### src/rtl/i2c_config_sequencer.sv
// i2c_config_sequencer
//   Feeds a brute-force 4-byte I2C writer from a small table of configuration words.
//   The writer has no busy or ack output, so each entry is paced by fixed timing:
//     SETUP  (1 cycle)       : present the entry's lines/data; enable stays low.
//     PULSE  (ENABLE_HOLD)   : enable high, long enough for the writer's slow clock to see it.
//     GAP    (TX_WAIT)       : enable low, data held while the frame shifts out.
//   After the last entry, a one-cycle FINISH raises DONE.
//
// Ports
//   CLK, RESET          : single clock; synchronous active-high reset.
//   WR_EN/WR_ADDR/WR_DATA : table write port {lines[1:0], data12[15:0], data34[15:0]}.
//                         Ignored while BUSY.
//   NUM_ENTRIES         : entries to send. Sampled on START and clamped to DEPTH.
//   START / ABORT       : start a sequence (sampled in IDLE) / stop after the current entry.
//   BUSY, DONE          : sequence in progress / one-cycle pulse on normal completion.
//   CUR_INDEX           : entry currently presented.
//   I2C_ENABLE, I2C_LINES, I2C_DATA12, I2C_DATA34 : to the writer.
module i2c_config_sequencer #(
  parameter int DEPTH       = 8,
  parameter int ENABLE_HOLD = 131072,
  parameter int TX_WAIT     = 6291456,
  parameter int CNT_W       = 24,
  localparam int IW         = $clog2(DEPTH)
) (
  input  logic          CLK,
  input  logic          RESET,
  input  logic          WR_EN,
  input  logic [IW-1:0] WR_ADDR,
  input  logic [33:0]   WR_DATA,
  input  logic [IW:0]   NUM_ENTRIES,
  input  logic          START,
  input  logic          ABORT,
  output logic          BUSY,
  output logic          DONE,
  output logic [IW-1:0] CUR_INDEX,
  output logic          I2C_ENABLE,
  output logic [1:0]    I2C_LINES,
  output logic [15:0]   I2C_DATA12,
  output logic [15:0]   I2C_DATA34
);

  typedef enum logic [2:0] {
    S_IDLE,
    S_SETUP,
    S_PULSE,
    S_GAP,
    S_FINISH
  } state_e;

  // The counter is loaded with N-1 on state entry, so a state lasts N cycles.
  localparam logic [CNT_W-1:0] HOLD_LOAD = CNT_W'(ENABLE_HOLD - 1);
  localparam logic [CNT_W-1:0] GAP_LOAD  = CNT_W'(TX_WAIT - 1);
  localparam logic [IW:0]      DEPTH_N   = (IW+1)'(DEPTH);

  state_e           state_q, state_d;
  logic [CNT_W-1:0] cnt_q, cnt_d;
  logic [IW-1:0]    idx_q, idx_d;
  logic [IW:0]      num_q, num_d;
  logic             abort_q, abort_d;
  logic [33:0]      table_q [DEPTH];

  logic             busy;
  logic [IW:0]      num_clamped;
  logic [IW:0]      idx_plus_one;
  logic [33:0]      cur_word;

  assign busy         = (state_q == S_SETUP) || (state_q == S_PULSE) || (state_q == S_GAP);
  assign num_clamped  = (NUM_ENTRIES > DEPTH_N) ? DEPTH_N : NUM_ENTRIES;
  assign idx_plus_one = {1'b0, idx_q} + {{IW{1'b0}}, 1'b1};
  assign cur_word     = table_q[idx_q];

  // NOTE: every variable written here gets a default first, so no path can leave one unassigned and infer a latch.
  always_comb begin
    state_d = state_q;
    cnt_d   = cnt_q;
    idx_d   = idx_q;
    num_d   = num_q;
    abort_d = abort_q;

    // ABORT is only remembered during a sequence; IDLE clears it below.
    if (busy && ABORT) abort_d = 1'b1;

    unique case (state_q)
      S_IDLE: begin
        abort_d = 1'b0;
        if (START) begin
          num_d   = num_clamped;
          idx_d   = '0;
          state_d = (num_clamped == '0) ? S_FINISH : S_SETUP;
        end
      end
      S_SETUP: begin
        cnt_d   = HOLD_LOAD;
        state_d = S_PULSE;
      end
      S_PULSE: begin
        if (cnt_q == '0) begin
          cnt_d   = GAP_LOAD;
          state_d = S_GAP;
        end else begin
          cnt_d = cnt_q - 1'b1;
        end
      end
      S_GAP: begin
        if (cnt_q == '0) begin
          // The writer frame cannot be cancelled, so abort is honoured only here.
          if (abort_q || ABORT) begin
            state_d = S_IDLE;
          end else if (idx_plus_one == num_q) begin
            state_d = S_FINISH;
          end else begin
            idx_d   = idx_q + 1'b1;
            state_d = S_SETUP;
          end
        end else begin
          cnt_d = cnt_q - 1'b1;
        end
      end
      S_FINISH: state_d = S_IDLE;
      default:  state_d = S_IDLE;
    endcase
  end

  // NOTE: sequential state uses non-blocking assignments so every register samples pre-edge values.
  always_ff @(posedge CLK) begin
    if (RESET) begin
      state_q <= S_IDLE;
      cnt_q   <= '0;
      idx_q   <= '0;
      num_q   <= '0;
      abort_q <= 1'b0;
    end else begin
      state_q <= state_d;
      cnt_q   <= cnt_d;
      idx_q   <= idx_d;
      num_q   <= num_d;
      abort_q <= abort_d;
    end
  end

  // NOTE: the table is reset to zero on purpose, so a sequence started before any write sends released buses.
  always_ff @(posedge CLK) begin
    if (RESET) begin
      for (int i = 0; i < DEPTH; i++) table_q[i] <= '0;
    end else if (WR_EN && !busy) begin
      table_q[WR_ADDR] <= WR_DATA;
    end
  end

  // The table cannot change while busy, so a direct read keeps the data stable through each entry.
  // Outside a sequence both buses are released (lines 00) and data reads as zero.
  assign BUSY       = busy;
  assign DONE       = (state_q == S_FINISH);
  assign CUR_INDEX  = idx_q;
  assign I2C_ENABLE = (state_q == S_PULSE) && !RESET;
  assign I2C_LINES  = busy ? cur_word[33:32] : 2'b00;
  assign I2C_DATA12 = busy ? cur_word[31:16] : 16'h0000;
  assign I2C_DATA34 = busy ? cur_word[15:0]  : 16'h0000;

endmodule
### config.mk
export PLATFORM = sky130hd
export DESIGN_NAME = i2c_config_sequencer
export DESIGN_NICKNAME = d
export VERILOG_FILES = /design/src/rtl/i2c_config_sequencer.sv
export SDC_FILE = /design/constraint.sdc
export NUM_CORES = 1
export LEC_CHECK = 0
export CAP_MARGIN = 20
export CORE_ASPECT_RATIO = 2
export CORE_MARGIN = 3
export CORE_UTILIZATION = 35
export DETAILED_ROUTE_END_ITERATION = 16
export SLEW_MARGIN = 20
export SYNTH_ARGS = -nofsm -noshare
export SYNTH_HDL_FRONTEND = slang
export SYNTH_SLANG_ARGS = --single-unit
export TNS_END_PERCENT = 5
### constraint.sdc
create_clock -name CLK -period 7.75 [get_ports CLK]
set_input_delay 1.55 -clock CLK [delete_from_list [all_inputs] [get_ports CLK]]
set_output_delay 1.55 -clock CLK [all_outputs]
set_load 0.01 [all_outputs]
==> run_results.csv <==
group,metric,value,unit
timing,layout_min_cycle_time,4.63,ns
timing,slew_headroom,27.7,%
critical_path,cp.required,6.20,ns
logic_synthesis,synth_mux_area_share,13.3,%
worst_hold_path,hold_path_startpoint,"cnt_q[12]",
clock_tree,cts_buffers,28,
timing,slew_violations,0,
logic_synthesis,ys_seq_area_share,62.7,%
worst_hold_path,hold_path_class,"reg -> reg",
place,dp_hpwl,20800,microns
floorplanning,ioPinCount,86,
logic_synthesis,synthSimpleGateAreaFrac,18.4,%
clock_tree,cts_buffer_depth,3,
floorplanning,die_h,291,microns
cells_and_area,fin_util,41.9,%
timing,skew,0.00543,ns
timing,period_share,59.7,%
logic_synthesis,synth_edf_count,272,
clock_tree,clk_latency,0.55,ns
cells_and_area,drive_above_1_share,14.9,%
timing,fmax,216,MHz
clock_tree,path_clk_slew,0.07,ns
clock_tree,post-cts-setup-buffer-count,0,
logic_synthesis,ys_async_sr_fraction,0,%
place,placed_cell_area,15700,sq um
route,dr.pass1.iters,4,
route,postRouteAntennaNets,0,
floorplanning,rows,103,
worst_hold_path,hold_path_depth,2,
cells_and_area,layout_commonest_cell,"and2_1",
logic_synthesis,synth-seq-cells,310,
route,viasPerCell,5.14,
route,drc,0,
timing,hold_viol_final,0,
global_routing,grt_pass1_vias,9033,
clock_tree,hold_buffers,0,
place,gp_routability_congestion,0.847,
logic_synthesis,synth.top_cells.by_area,"edfxtp_1, and2_1, mux4_2, dfxtp_1, mux2i_1",
critical_path,reg2reg_from,"state_q[2]",
job,drv_cap,0,
logic_synthesis,synth_top_area_share,57.4,%
status,outcome,"completed",
global_routing,antenna_found_initial,0,
logic_synthesis,synth_compound_area_share,3.31,%
critical_path,crit_path_end_kind,"primary output",
cells_and_area,num_antenna_cells,0,
route,routedWlPerCell,21.4,microns
clock_tree,clock-sinks,310,
critical_path,critPathKind,"reg -> out",
critical_path,r2r-end,"table_q[0][8]",
cells_and_area,syn_to_final_growth,17.2,%
timing,worst_pin_slew,1.08,ns
timing,whs,0.483,ns
logic_synthesis,syn-instance-count,1005,
critical_path,worstSetupStartpointType,"flip-flop",
cells_and_area,fin_nets,1125,
cells_and_area,layout_common_cells,"and2_1, edfxtp_1, clkdlybuf4s50_1, mux4_2, nor2_1",
cells_and_area,fill_cells,3601,
global_routing,grt_max_degree,69,
pwr,ir_worst_vdd,0.169,mV
logic_synthesis,yosysWarnings,0,
route,via_count,8351,
pwr,powerDensity,235,nW/um^2
clock_tree,cts_tree,"built",
timing,fin_setup_tns,0,ns
route,totalWireLength,34700,microns
clock_tree,cts_max_level,1,
critical_path,rrSetupSlack,3.78,ns
logic_synthesis,syn_nets,1053,
logic_synthesis,synth_top_family_by_area,"simple AND/OR/NAND/NOR gates",
timing,rsz0062_at_grt,"no",
logic_synthesis,synth_top_cell_by_area,"edfxtp_1",
timing,setup_violations,0,
pwr,leakagePower,5.75,nW
global_routing,grt_pass1_wl,53300,microns
critical_path,critPathMaxFanout,21,
global_routing,grtUsageTotal,16.0,%
logic_synthesis,synth-main-ff-cell,"edfxtp_1",
cells_and_area,finish.instance_area,16700,sq um
place,portBuffers,85,
floorplanning,coreArea,39800,sq um
logic_synthesis,avgSynthCellArea,14.2,sq um
clock_tree,cts-resized-gates,0,
clock_tree,root_buffer,"clkbuf_16",
global_routing,gr-total-overflow,0,
logic_synthesis,syn_area,14200,sq um
floorplanning,die_x,149,microns
critical_path,worstRegToRegCells,8,
worst_hold_path,hold-path-endpoint,"cnt_q[12]",
route,drt_iter0_drc,402,
critical_path,cp.arrival,3.08,ns
logic_synthesis,synth-xor-area-share,0.185,%
floorplanning,initial_core_util,35.7,%
floorplanning,dieArea,43300,sq um
logic_synthesis,synthDistinctLibCells,56,
logic_synthesis,synthAdderAreaFrac,0.176,%
==> cells by family after synthesis <==
| kind of cell | Yosys count |
|---|---|
| AND/OR/NAND/NOR | 445 |
| flip-flops | 310 |
| multiplexers | 104 |
| AO/OA/AOI/OAI | 71 |
| buffers and inverters | 70 |
| XOR/XNOR | 3 |
| adder cells (fa/ha/maj) | 2 |
==> registers in the layout (all words and copies together) (netlist names), named ones only <==
signal	flops
cnt_q	24
state_q	3
abort_q	1
CUR_INDEX	3
num_q	4
table_q	272
==> critical path: stages, from the launching register on <==
cell and delay, ns:
dfxtp_4 0.65, buf_4 0.49, mux4_2 0.55, mux2i_1 0.23, nor2_1 0.06, clkdlybuf4s50_1 0.50
==> cells in the mapped netlist (7+ instances only) <==
library cell and n:
a21oi_1 20, a31oi_1 8, and2_1 273, clkbuf_1 53
dfxtp_1 38, edfxtp_1 272, inv_1 9, mux2i_1 35
mux4_2 68, nand2_1 14, nand2b_1 7, nand3_1 7
nor2_1 67, nor3_1 20, nor4_1 8, o21ai_0 9
or2_2 10
==> layer usage <==
layer	global-route usage, %	wire length (microns)
met3	1.81	1340
met4	5.01	892
met2	30.9	19400
met1	18.1	13100
met5	0	0
==> power by group <==
group,total [mW],internal [mW],switching [mW]
Clock,1.44,0.820,0.625
Sequential,1.97,1.91,0.0628
Combinational,0.501,0.195,0.307
Total,3.92,2.93,0.995
==> worst max path at each step <==
stage | start | end | slack (ns) | cells past startpoint
finish | flip-flop | I2C_DATA12[10] | 3.12 | 5
global route | flip-flop | I2C_DATA12[14] | 2.90 | 5
CTS | flip-flop | I2C_DATA12[10] | 2.52 | 5
detailed placement | RESET | table_q[1][18] | 3.00 | 6
global placement | RESET | table_q[1][18] | 3.04 | 6
floorplan | RESET | I2C_ENABLE | 3.98 | 3
==> final cells by class <==
class,count,area (sq um),share of cell area (%)
Sequential cell,310,8930,53.6
Multi-Input combinational cell,625,5080,30.4
Timing Repair Buffer,103,1030,6.15
Clock buffer,32,737,4.42
Tap cell,525,657,3.94
Clock inverter,20,211,1.27
Inverter,9,33.8,0.203
==> through the flow <==
step / std cells / worst slack (ns) / total power, mW
5_1_grt: 1624 / 2.90 / 4.07
4_1_cts: 1622 / 2.52 / 3.96
2_1_floorplan: 1005 / 3.98 / 2.29
3_5_place_dp: 1570 / 3.00 / 2.52
3_3_place_gp: 1570 / 3.04 / 2.50
6_report: 1624 / 3.12 / 3.92
Power figures use the tool's default switching activity.
